==> config.mk <==
export PLATFORM = sky130hd
export DESIGN_NAME = fc_layer_sched
export DESIGN_NICKNAME = d
export VERILOG_FILES = /design/src/rtl/fc_layer_sched.sv
export SDC_FILE = /design/constraint.sdc
export NUM_CORES = 1
export LEC_CHECK = 0
export CAP_MARGIN = 20
export CORE_AREA = 2 2 106 77
export DETAILED_ROUTE_END_ITERATION = 6
export DIE_AREA = 0 0 108 79
export SLEW_MARGIN = 25
export SYNTH_ARGS = -nofsm -noshare
export SYNTH_HDL_FRONTEND = slang
export SYNTH_SLANG_ARGS = --single-unit
==> constraint.sdc <==
create_clock -name clk -period 4.1 [get_ports clk]
set_input_delay 1.025 -clock clk [delete_from_list [all_inputs] [get_ports clk]]
set_output_delay 1.025 -clock clk [all_outputs]
set_load 0.02 [all_outputs]
==> src/rtl/fc_layer_sched.sv <==
// fc_layer_sched
//   Address/strobe sequencer for a fully-connected layer. For every sample s
//   and every output o it streams IN_NUM weight/data reads into a MAC, fetches
//   the bias for the last product, waits one cycle for the read pipeline to
//   drain, then writes the result (packed in 16-bit pairs) to the result RAM.
//
// Ports
//   clk         single clock, rising edge
//   rst_n       synchronous reset, active HIGH
//   start       run request, honoured only in IDLE
//   abort       cancels a run in progress
//   out_rdy     result sink accepts a write this cycle
//   busy, done  not-IDLE flag / one-cycle end-of-run pulse
//   w_rd_en, data_rd_en, bias_rd_en   memory read strobes
//   w_addr, data_addr, bias_addr, out_addr   AW-bit addresses
//   acc_clr, acc_en, acc_last         accumulator controls (one cycle after reads)
//   out_wr_en, pack_hi, pair_vld      result write strobe and packing controls
//
// States
//   state    | meaning
//   ST_IDLE  | waiting for start, all strobes low
//   ST_RUN   | one weight/data read per cycle, i = 0..IN_NUM-1
//   ST_DRAIN | last product in flight, no reads
//   ST_WRITE | result write, held while out_rdy = 0
//   ST_DONE  | one-cycle done pulse

module fc_layer_sched #(
    parameter int SPECIES = 42,
    parameter int IN_NUM  = 64,
    parameter int OUT_NUM = 2,
    parameter int AW      = 14
) (
    input  logic          clk,
    input  logic          rst_n,
    input  logic          start,
    input  logic          abort,
    input  logic          out_rdy,
    output logic          busy,
    output logic          done,
    output logic          w_rd_en,
    output logic          data_rd_en,
    output logic [AW-1:0] w_addr,
    output logic [AW-1:0] data_addr,
    output logic [AW-1:0] bias_addr,
    output logic [AW-1:0] out_addr,
    output logic          bias_rd_en,
    output logic          acc_clr,
    output logic          acc_en,
    output logic          acc_last,
    output logic          out_wr_en,
    output logic          pack_hi,
    output logic          pair_vld
);

    localparam int SW = (SPECIES > 1) ? $clog2(SPECIES) : 1;
    localparam int OW = (OUT_NUM > 1) ? $clog2(OUT_NUM) : 1;
    localparam int IW = (IN_NUM  > 1) ? $clog2(IN_NUM)  : 1;

    localparam logic [SW-1:0] S_LAST = SW'(SPECIES - 1);
    localparam logic [OW-1:0] O_LAST = OW'(OUT_NUM - 1);
    localparam logic [IW-1:0] I_LAST = IW'(IN_NUM - 1);

    typedef enum logic [2:0] {
        ST_IDLE,
        ST_RUN,
        ST_DRAIN,
        ST_WRITE,
        ST_DONE
    } state_t;

    state_t        state, state_nxt;
    logic [SW-1:0] s_q, s_nxt;
    logic [OW-1:0] o_q, o_nxt;
    logic [IW-1:0] i_q, i_nxt;

    // registered-output next values
    logic          busy_d, done_d, rd_d, bias_rd_d, first_d;
    logic          wr_d, pack_hi_d, pair_vld_d;
    logic [AW-1:0] w_addr_d, data_addr_d, bias_addr_d, out_addr_d;

    // marks the read of i = 0, aligned with w_rd_en
    logic          rd_first_q;
    logic          kill;

    assign kill = abort && (state != ST_IDLE);

    always_ff @(posedge clk) begin
        if (rst_n) begin
            state <= ST_IDLE;
            s_q   <= '0;
            o_q   <= '0;
            i_q   <= '0;
        end else begin
            state <= state_nxt;
            s_q   <= s_nxt;
            o_q   <= o_nxt;
            i_q   <= i_nxt;
        end
    end

    always_comb begin
        state_nxt = state;
        s_nxt     = s_q;
        o_nxt     = o_q;
        i_nxt     = i_q;
        case (state)
            ST_IDLE: begin
                if (start && !abort) begin
                    state_nxt = ST_RUN;
                    s_nxt     = '0;
                    o_nxt     = '0;
                    i_nxt     = '0;
                end
            end
            ST_RUN: begin
                if (i_q == I_LAST) begin
                    state_nxt = ST_DRAIN;
                end else begin
                    i_nxt = i_q + 1'b1;
                end
            end
            ST_DRAIN: begin
                state_nxt = ST_WRITE;
            end
            ST_WRITE: begin
                if (out_rdy) begin
                    i_nxt = '0;
                    if (o_q == O_LAST) begin
                        o_nxt = '0;
                        if (s_q == S_LAST) begin
                            s_nxt     = '0;
                            state_nxt = ST_DONE;
                        end else begin
                            s_nxt     = s_q + 1'b1;
                            state_nxt = ST_RUN;
                        end
                    end else begin
                        o_nxt     = o_q + 1'b1;
                        state_nxt = ST_RUN;
                    end
                end
            end
            ST_DONE: begin
                state_nxt = ST_IDLE;
            end
            default: begin
                state_nxt = ST_IDLE;
            end
        endcase
        if (kill) begin
            state_nxt = ST_IDLE;
            s_nxt     = '0;
            o_nxt     = '0;
            i_nxt     = '0;
        end
    end

    // Outputs are decoded from the next state/counters and registered, so the
    // strobes seen during a cycle always describe the state of that cycle.
    always_comb begin
        busy_d      = (state_nxt != ST_IDLE);
        done_d      = (state_nxt == ST_DONE);
        rd_d        = (state_nxt == ST_RUN);
        wr_d        = (state_nxt == ST_WRITE);
        bias_rd_d   = 1'b0;
        first_d     = 1'b0;
        pack_hi_d   = 1'b0;
        pair_vld_d  = 1'b0;
        w_addr_d    = '0;
        data_addr_d = '0;
        bias_addr_d = '0;
        out_addr_d  = '0;
        if (rd_d) begin
            w_addr_d    = AW'(o_nxt) * AW'(IN_NUM) + AW'(i_nxt);
            data_addr_d = AW'(s_nxt) * AW'(IN_NUM) + AW'(i_nxt);
            first_d     = (i_nxt == '0);
            if (i_nxt == I_LAST) begin
                bias_rd_d   = 1'b1;
                bias_addr_d = AW'(o_nxt);
            end
        end
        if (wr_d) begin
            out_addr_d = AW'(s_nxt) * AW'(OUT_NUM) + AW'(o_nxt);
            pack_hi_d  = ~o_nxt[0];
            pair_vld_d = o_nxt[0];
        end
    end

    always_ff @(posedge clk) begin
        if (rst_n) begin
            busy       <= 1'b0;
            done       <= 1'b0;
            w_rd_en    <= 1'b0;
            data_rd_en <= 1'b0;
            bias_rd_en <= 1'b0;
            rd_first_q <= 1'b0;
            w_addr     <= '0;
            data_addr  <= '0;
            bias_addr  <= '0;
            out_addr   <= '0;
            out_wr_en  <= 1'b0;
            pack_hi    <= 1'b0;
            pair_vld   <= 1'b0;
            acc_en     <= 1'b0;
            acc_clr    <= 1'b0;
            acc_last   <= 1'b0;
        end else begin
            busy       <= busy_d;
            done       <= done_d;
            w_rd_en    <= rd_d;
            data_rd_en <= rd_d;
            bias_rd_en <= bias_rd_d;
            rd_first_q <= first_d;
            w_addr     <= w_addr_d;
            data_addr  <= data_addr_d;
            bias_addr  <= bias_addr_d;
            out_addr   <= out_addr_d;
            out_wr_en  <= wr_d;
            pack_hi    <= pack_hi_d;
            pair_vld   <= pair_vld_d;
            // read data arrives one cycle after the strobe; an abort drops the
            // product still in flight so the MAC sees nothing after the cancel
            acc_en     <= w_rd_en    & ~kill;
            acc_clr    <= rd_first_q & ~kill;
            acc_last   <= bias_rd_en & ~kill;
        end
    end

endmodule

==> results summary, run 1 <==
The run finished with clean final reports. At the pin with the least slew margin, the transition time is 796 ps. The detailed router placed 1738 vias in this run. The first TritonRoute pass finished after 4 iterations. Setup repair after global routing left no endpoint under its margin. The tree is rooted in a sky130_fd_sc_hd__clkbuf_8. Clock tree synthesis inserted a total of 5 buffers.

The max-capacitance violation count is 0. The worst-skew pair later-pin latency came out at 300 ps. The count of standard-cell rows is 27. The routed wirelength normalized by instance count is 12.0 um. The worst path required time is 4310 ps.

After detailed routing, the number of vias per cell comes to 4.53. The H-tree level count is 2. Once layout is done, the placed cells without fillers occupy 2620 sq um. The post-synthesis cell area came out at 2220 sq um. The clock-pin slew of the registers on the worst-case setup and hold paths is 80 ps. The final count of hold timing violations is 0. The number of warnings printed during yosys synthesis came out at 0. The number of flops mapped to enable cells by yosys is 0. STA classifies the critical path startpoint as a primary input. The path class of the tightest hold or removal check is flip-flop to flip-flop. The number of global-route vias before repair was 1461. The area of the core is 7600 sq um. After layout, the design draws a total of 818 uW.

Summing the sequential cell areas from Yosys gives 42.4% of the chip area. VDD sags by at most 0.111 mV. The filler cell count in the final layout came out at 775. The setup path with the least slack is of type primary input to flip-flop. The number of sinks handled by clock tree synthesis came out at 47. The peak clock frequency supported by timing is 331 MHz.

After detailed placement, the total cell area comes to 2540 sq um. Adding up every negative setup slack in the final design gives 0 ps. Hold repair after CTS inserted 0 buffers. The maximum number of pins on one net before global-route repair is 21.

The number of buffers on the longest clock path is 2. The die covers 8530 sq um. Once the clock tree was built, the resizer swapped 0 gates to a different size. Measured along the x axis, the die boundary spans 108 um.

The overall die height is 79 um. In the routed design, unresolved DRC markers number 0. The utilization after layout came out at 34.5%. The effective utilization at floorplan is 29.2%. The mean instance size in the synthesized netlist is 8.81 sq um. The number of buffers added on ports is 42. Setup violations remaining at the end of the flow were counted as 0. The initial antenna violation count came out at 0. The first global-routing pass estimated 7370 um of wire.

The worst clock skew came out at 6.65 ps. The number of pins exceeding their max-slew limit in the final report came to 0. The global-route usage over all layers came out at 11.0%. Synthesis produced 252 cells. STA classifies the critical path endpoint as a flip-flop. The number of buffers inserted to repair setup after CTS came out at 0. The minimum clock period is 3020 ps. The detailed-placement wirelength estimate is 3340 um. The routability congestion estimate from global placement came out at 0.886. After the first detailed-routing iteration, the DRC count stood at 231. The number of synthesized register bits came out at 47. The arrival time at the worst endpoint came out at 3230 ps.

In the finished design, the share of the clock period the worst path needs comes to 73.7%. The layout overhead on the synthesized area came out at 18.2%. Among all flip-flop cells after synthesis, the most frequent one is sky130_fd_sc_hd__dfxtp_1. The analysis attributes to cell leakage a power of 0.940 nW. The distinct cell type count of the synthesized netlist is 55. After the last flow step, the layout net total stands at 291.

The commonest non-fill, non-tap cell in the layout is sky130_fd_sc_hd__dfxtp_1. The TritonCTS clock tree is yes. In this run the tightest slew margin relative to its limit is 46.5%. Pin placement for this block handled 72 I/O pins.

The count of antenna diodes in the layout is 0. In this run the worst path has a maximum fanout of 17. For this design the ratio of total power to cell area is 312 nW/um^2. The post-route netlist has 6.71% of its cells at a drive strength greater than 1. The routed wire length came out at 4590 um.

The share of flip-flops with an asynchronous set or reset after synthesis came out at 0%. In the layout the commonest cells are sky130_fd_sc_hd__dfxtp_1, sky130_fd_sc_hd__clkdlybuf4s50_1, sky130_fd_sc_hd__nor2_1. The total overflow left after global routing is 0. The number of antenna-violating nets in the routed design is 0.
-- stage by stage --
step	hold WS, ps	worst slack, ps	instances
after floorplan	406	1640	280
after global placement	416	910	377
after detailed placement	428	798	377
after CTS	437	1100	384
after global routing	488	900	384
final	441	1080	384
-- report_power, final --
part	internal, mW	leakage (nW)	switching [mW]
registers	0.461	0.379	0.00562
logic	0.0244	0.517	0.0585
clock network	0.117	0.0440	0.151
-- layout make-up --
| class | count | area, sq um | share of cell area [%] |
|---|---|---|---|
| Multi-Input combinational cell | 176 | 1010 | 38.4 |
| Sequential cell | 47 | 941 | 35.9 |
| Timing Repair Buffer | 43 | 428 | 16.3 |
| Tap cell | 101 | 126 | 4.82 |
| Clock buffer | 5 | 68.8 | 2.62 |
| Inverter | 10 | 37.5 | 1.43 |
| Clock inverter | 2 | 13.8 | 0.525 |
-- routing by layer --
layer	up-vias	share of wire [%]	track usage, %
met2	68	40	14.9
met5	-	0	0
li1	874	-	-
met1	791	52	16.4
met3	5	6.9	2.79
met4	0	1.4	4.23
-- Yosys cell counts, types with 2 or more instances --
cell type,instances,share of area (%)
sky130_fd_sc_hd__nor3_2,2,0.90
sky130_fd_sc_hd__and3_1,2,0.56
sky130_fd_sc_hd__a21boi_0,2,0.68
sky130_fd_sc_hd__buf_2,4,0.90
sky130_fd_sc_hd__o21ai_0,9,2.0
sky130_fd_sc_hd__a41oi_1,2,0.79
sky130_fd_sc_hd__nand2_1,11,1.9
sky130_fd_sc_hd__a21oi_1,5,1.1
sky130_fd_sc_hd__buf_6,2,1.0
sky130_fd_sc_hd__ha_1,3,1.7
sky130_fd_sc_hd__inv_1,10,1.7
sky130_fd_sc_hd__a22oi_1,2,0.68
sky130_fd_sc_hd__nand3_1,8,1.8
sky130_fd_sc_hd__buf_4,38,13
sky130_fd_sc_hd__nand3b_1,2,0.68
sky130_fd_sc_hd__a31oi_1,2,0.56
sky130_fd_sc_hd__dfxtp_1,47,42
sky130_fd_sc_hd__nor2b_1,2,0.56
sky130_fd_sc_hd__a211o_1,4,1.6
sky130_fd_sc_hd__o211ai_1,2,0.68
sky130_fd_sc_hd__nor3_1,7,1.6
sky130_fd_sc_hd__and2_1,4,1.1
sky130_fd_sc_hd__nor4_1,3,0.85
sky130_fd_sc_hd__nand2b_1,5,1.4
sky130_fd_sc_hd__nor2_1,38,6.4
sky130_fd_sc_hd__clkbuf_1,3,0.51
sky130_fd_sc_hd__nand4_1,5,1.4
-- logic make-up (layout without fill, tap and decap cells) --
kind of cell,after synthesis,count (layout),share of synthesized area [%]
buffers and inverters,57,60,17.0
XOR/XNOR,1,1,0.395
multiplexers,1,1,0.507
adder cells (fa/ha/maj),3,3,1.69
other,1,29,0.169
AO/OA/AOI/OAI,42,42,14.0
AND/OR/NAND/NOR,100,100,23.9
flip-flops,47,47,42.4
-- flip-flops by register name (all words and copies together) (netlist names), 3 cells and up --
name	count
out_addr	7
s_q	6
data_addr	12
i_q	6
state	3
-- critical path: stages --
cell and delay [ps]:
sky130_fd_sc_hd__clkdlybuf4s50_1 560, sky130_fd_sc_hd__o31a_1 340, sky130_fd_sc_hd__or3_1 390, sky130_fd_sc_hd__a31oi_2 190
sky130_fd_sc_hd__nand3_2 350, sky130_fd_sc_hd__nor4_1 360
-- worst paths after layout --
| kind | from | to | slack, ps | cells past startpoint |
|---|---|---|---|---|
| min | rd_first_q | acc_clr | 440 | 1 |
| max | abort | bias_addr[0] | 1080 | 6 |
| max reg2reg | state[0] | bias_addr[0] | 1600 | 5 |
| min reg2reg | rd_first_q | acc_clr | 440 | 1 |
Note: power is estimated with default switching activity, not from simulation.
==> run 2: changes to the inputs <==
- clock period: 4.1 -> 2.45 ns (I/O delays scaled with it)
==> results summary, run 2 (synthesis results as in run 1) <==
The final count of hold timing violations came to 0 (unchanged). The worst setup slack after placement is -111 ps (-908 ps). The H-tree level count came out at 2 (unchanged).

The number of buffers inserted to repair setup after CTS is 0 (unchanged). The routability congestion estimate from global placement is 0.889 (+0.36%). The clock-pin slew of the registers on the worst-case setup and hold paths came to 80 ps (about the same). The count of cells along the worst register-to-register path came out at 7 (+2). The final setup violation count came out at 0 (unchanged). The total via count after detailed routing came to 1771 (+1.9%). The part of the cycle the worst path needs is 92.5%. The total negative slack is 0 ps (unchanged). The global-route usage over all layers came out at 11.2% (+0.21 points). The maximum number of pins on one net before global-route repair is 20 (-4.8%). The power density over the cells came out at 497 nW/um^2 (+59%). The total die area is 8530 sq um (unchanged).

The number of cells upsized or downsized after cts was 0 (unchanged). The initial antenna violation count is 0 (unchanged). The count of hold-fix buffers inserted at cts came out at 0 (unchanged).

The filler cell count in the final layout is 799 (+3.1%). The layout overhead on the synthesized area came out at 25.6%. In this run the clock root is driven by a sky130_fd_sc_hd__clkbuf_8. In this run the worst hold path is classified as flip-flop to flip-flop. The top register by number of flip-flops is data_addr. The total power draw was 1.39 mW (+69%). The maximum fanout along the worst path was 6 (-11). The number of optimization iterations in the first detailed-route pass came out at 4 (unchanged). The number of buffers added by the clock tree synthesis step is 5 (unchanged). The area of the core came out at 7600 sq um (unchanged). The worst clock skew came out at 6.48 ps (-0.163 ps).

The arrival time at the worst endpoint is 2490 ps (-740 ps). The number of global-route vias before repair came to 1553 (+6.3%). The final global-route overflow total came out at 0 (unchanged). The utilization after layout is 36.7% (+2.2 points). The worst path required time came out at 2680 ps (-1630 ps). The setup slack of the critical path after layout came out at 185 ps (-893 ps). The worst-skew pair later-pin latency is 290 ps (about the same). The number of buffers added on ports came to 42 (unchanged). The global-route wire length before repair is 7510 um (+1.9%). The number of I/O pins came to 72 (unchanged). The library cells used most frequently in the layout, excluding fill and tap cells, are sky130_fd_sc_hd__dfxtp_1, sky130_fd_sc_hd__clkdlybuf4s50_1, sky130_fd_sc_hd__nor2_1.

The count of standard-cell rows is 27 (unchanged). The DRC violation total after the first TritonRoute iteration came to 83 (-64%). The peak clock frequency supported by timing is 441 MHz. The count of antenna diodes in the layout is 0 (unchanged). The worst setup path is launched from a primary input. The flip-flop count of the largest register, all copies and words added came out at 12 (unchanged). Leaving out fill and tap cells, the most frequent cell in the layout is sky130_fd_sc_hd__dfxtp_1. The layout cell share with drive strength beyond 1 is 13.4% (+6.7 points). The leakage power total is 1.04 nW (+10%).

The detailed-placement wirelength estimate came out at 3510 um (+5.0%). The setup path with the least slack is of type primary input to flip-flop. The number of nets in the layout is 313 (+7.6%). The overall die height is 79 um (unchanged). The number of sinks handled by clock tree synthesis is 47 (unchanged). The routed wire length came to 4710 um (+2.6%). The worst hold path stage count came out at 1 (unchanged).

The number of antenna-violating nets in the routed design came out at 0 (unchanged). Setup repair after global routing left no endpoint under its margin. The routed wirelength normalized by instance count came out at 11.6 um (-2.9%).

The number of buffers on the longest clock path is 2 (unchanged). The smallest clock period supported by the final layout is computed as 2270 ps. The effective utilization at floorplan came to 29.2% (unchanged). The normalized max-slew margin came out at 48.2% (+1.7 points). The transition time at the pin with the least slew margin came to 770 ps (-25.2 ps).

The worst setup slack for register-to-register paths was 210 ps (-1390 ps). The die width came out at 108 um (unchanged). The DRC violation count after routing is 0 (unchanged). STA classifies the critical path endpoint as a flip-flop.

The flow ran to the end, and the final reports show no timing, DRC or antenna violations. TritonCTS built the clock tree. The smallest hold slack came out at 447 ps (+6.38 ps).

The max-capacitance violation count is 0 (unchanged). The number of pins exceeding their max-slew limit in the final report is 0 (unchanged). The largest registers in the layout are data_addr (12), out_addr (7). The post-detailed-route via-to-cell ratio was 4.36 (-3.6%). The peak supply drop is 0.200 mV (+80%).
==> run 2: cell types whose count changed in the layout (fill, tap and decap cells not counted) <==
cell,change
sky130_fd_sc_hd__buf_4,+22
==> run 2: path summary, 6_finish.rpt <==
check | from | endpoint
hold reg to reg | rd_first_q | acc_clr
hold / removal | rd_first_q | acc_clr
setup / recovery | abort | pack_hi
setup reg to reg | state[0] | data_addr[9]
==> run 2: power by group <==
group / total [mW] / switching [mW] / internal [mW] / leakage, nW
logic: 0.159 / 0.102 / 0.0564 / 0.615
registers: 0.781 / 0.00910 / 0.772 / 0.379
clock network: 0.445 / 0.250 / 0.195 / 0.0440
total: 1.39 / 0.361 / 1.02 / 1.04
==> run 2: metal layers <==
metal | vias to the layer above | GRT usage [%] | share of wire, %
met3 | 5 | 2.79 | 6.5
met4 | 0 | 4.23 | 1.3
li1 | 916 | - | -
met2 | 53 | 16.4 | 41
met1 | 797 | 15.8 | 51
met5 | - | 0 | 0
==> run 2: through the flow <==
| step | std cells | cell area, sq um |
|---|---|---|
| after floorplan | 280 | 2320 |
| after global placement | 399 | 2710 |
| after detailed placement | 399 | 2710 |
| after CTS | 406 | 2790 |
| after global routing | 406 | 2790 |
| final | 406 | 2790 |
==> run 2: cell type report <==
class	count	area, sq um	area share [%]
clock buffer	5	68.8	2.47
clock inverter	2	13.8	0.494
inverter	10	37.5	1.35
sequential	47	941	33.8
timing repair buffer	65	593	21.3
tap	101	126	4.53
multi-input combinational	176	1010	36.1
==> run 2: worst max-delay path: stages <==
cell and delay [ps]:
sky130_fd_sc_hd__clkdlybuf4s50_1 490, sky130_fd_sc_hd__or4b_1 510, sky130_fd_sc_hd__a21oi_2 300, sky130_fd_sc_hd__a21boi_0 150, sky130_fd_sc_hd__o21ai_1 150, sky130_fd_sc_hd__buf_4 140
sky130_fd_sc_hd__nor2b_1 140
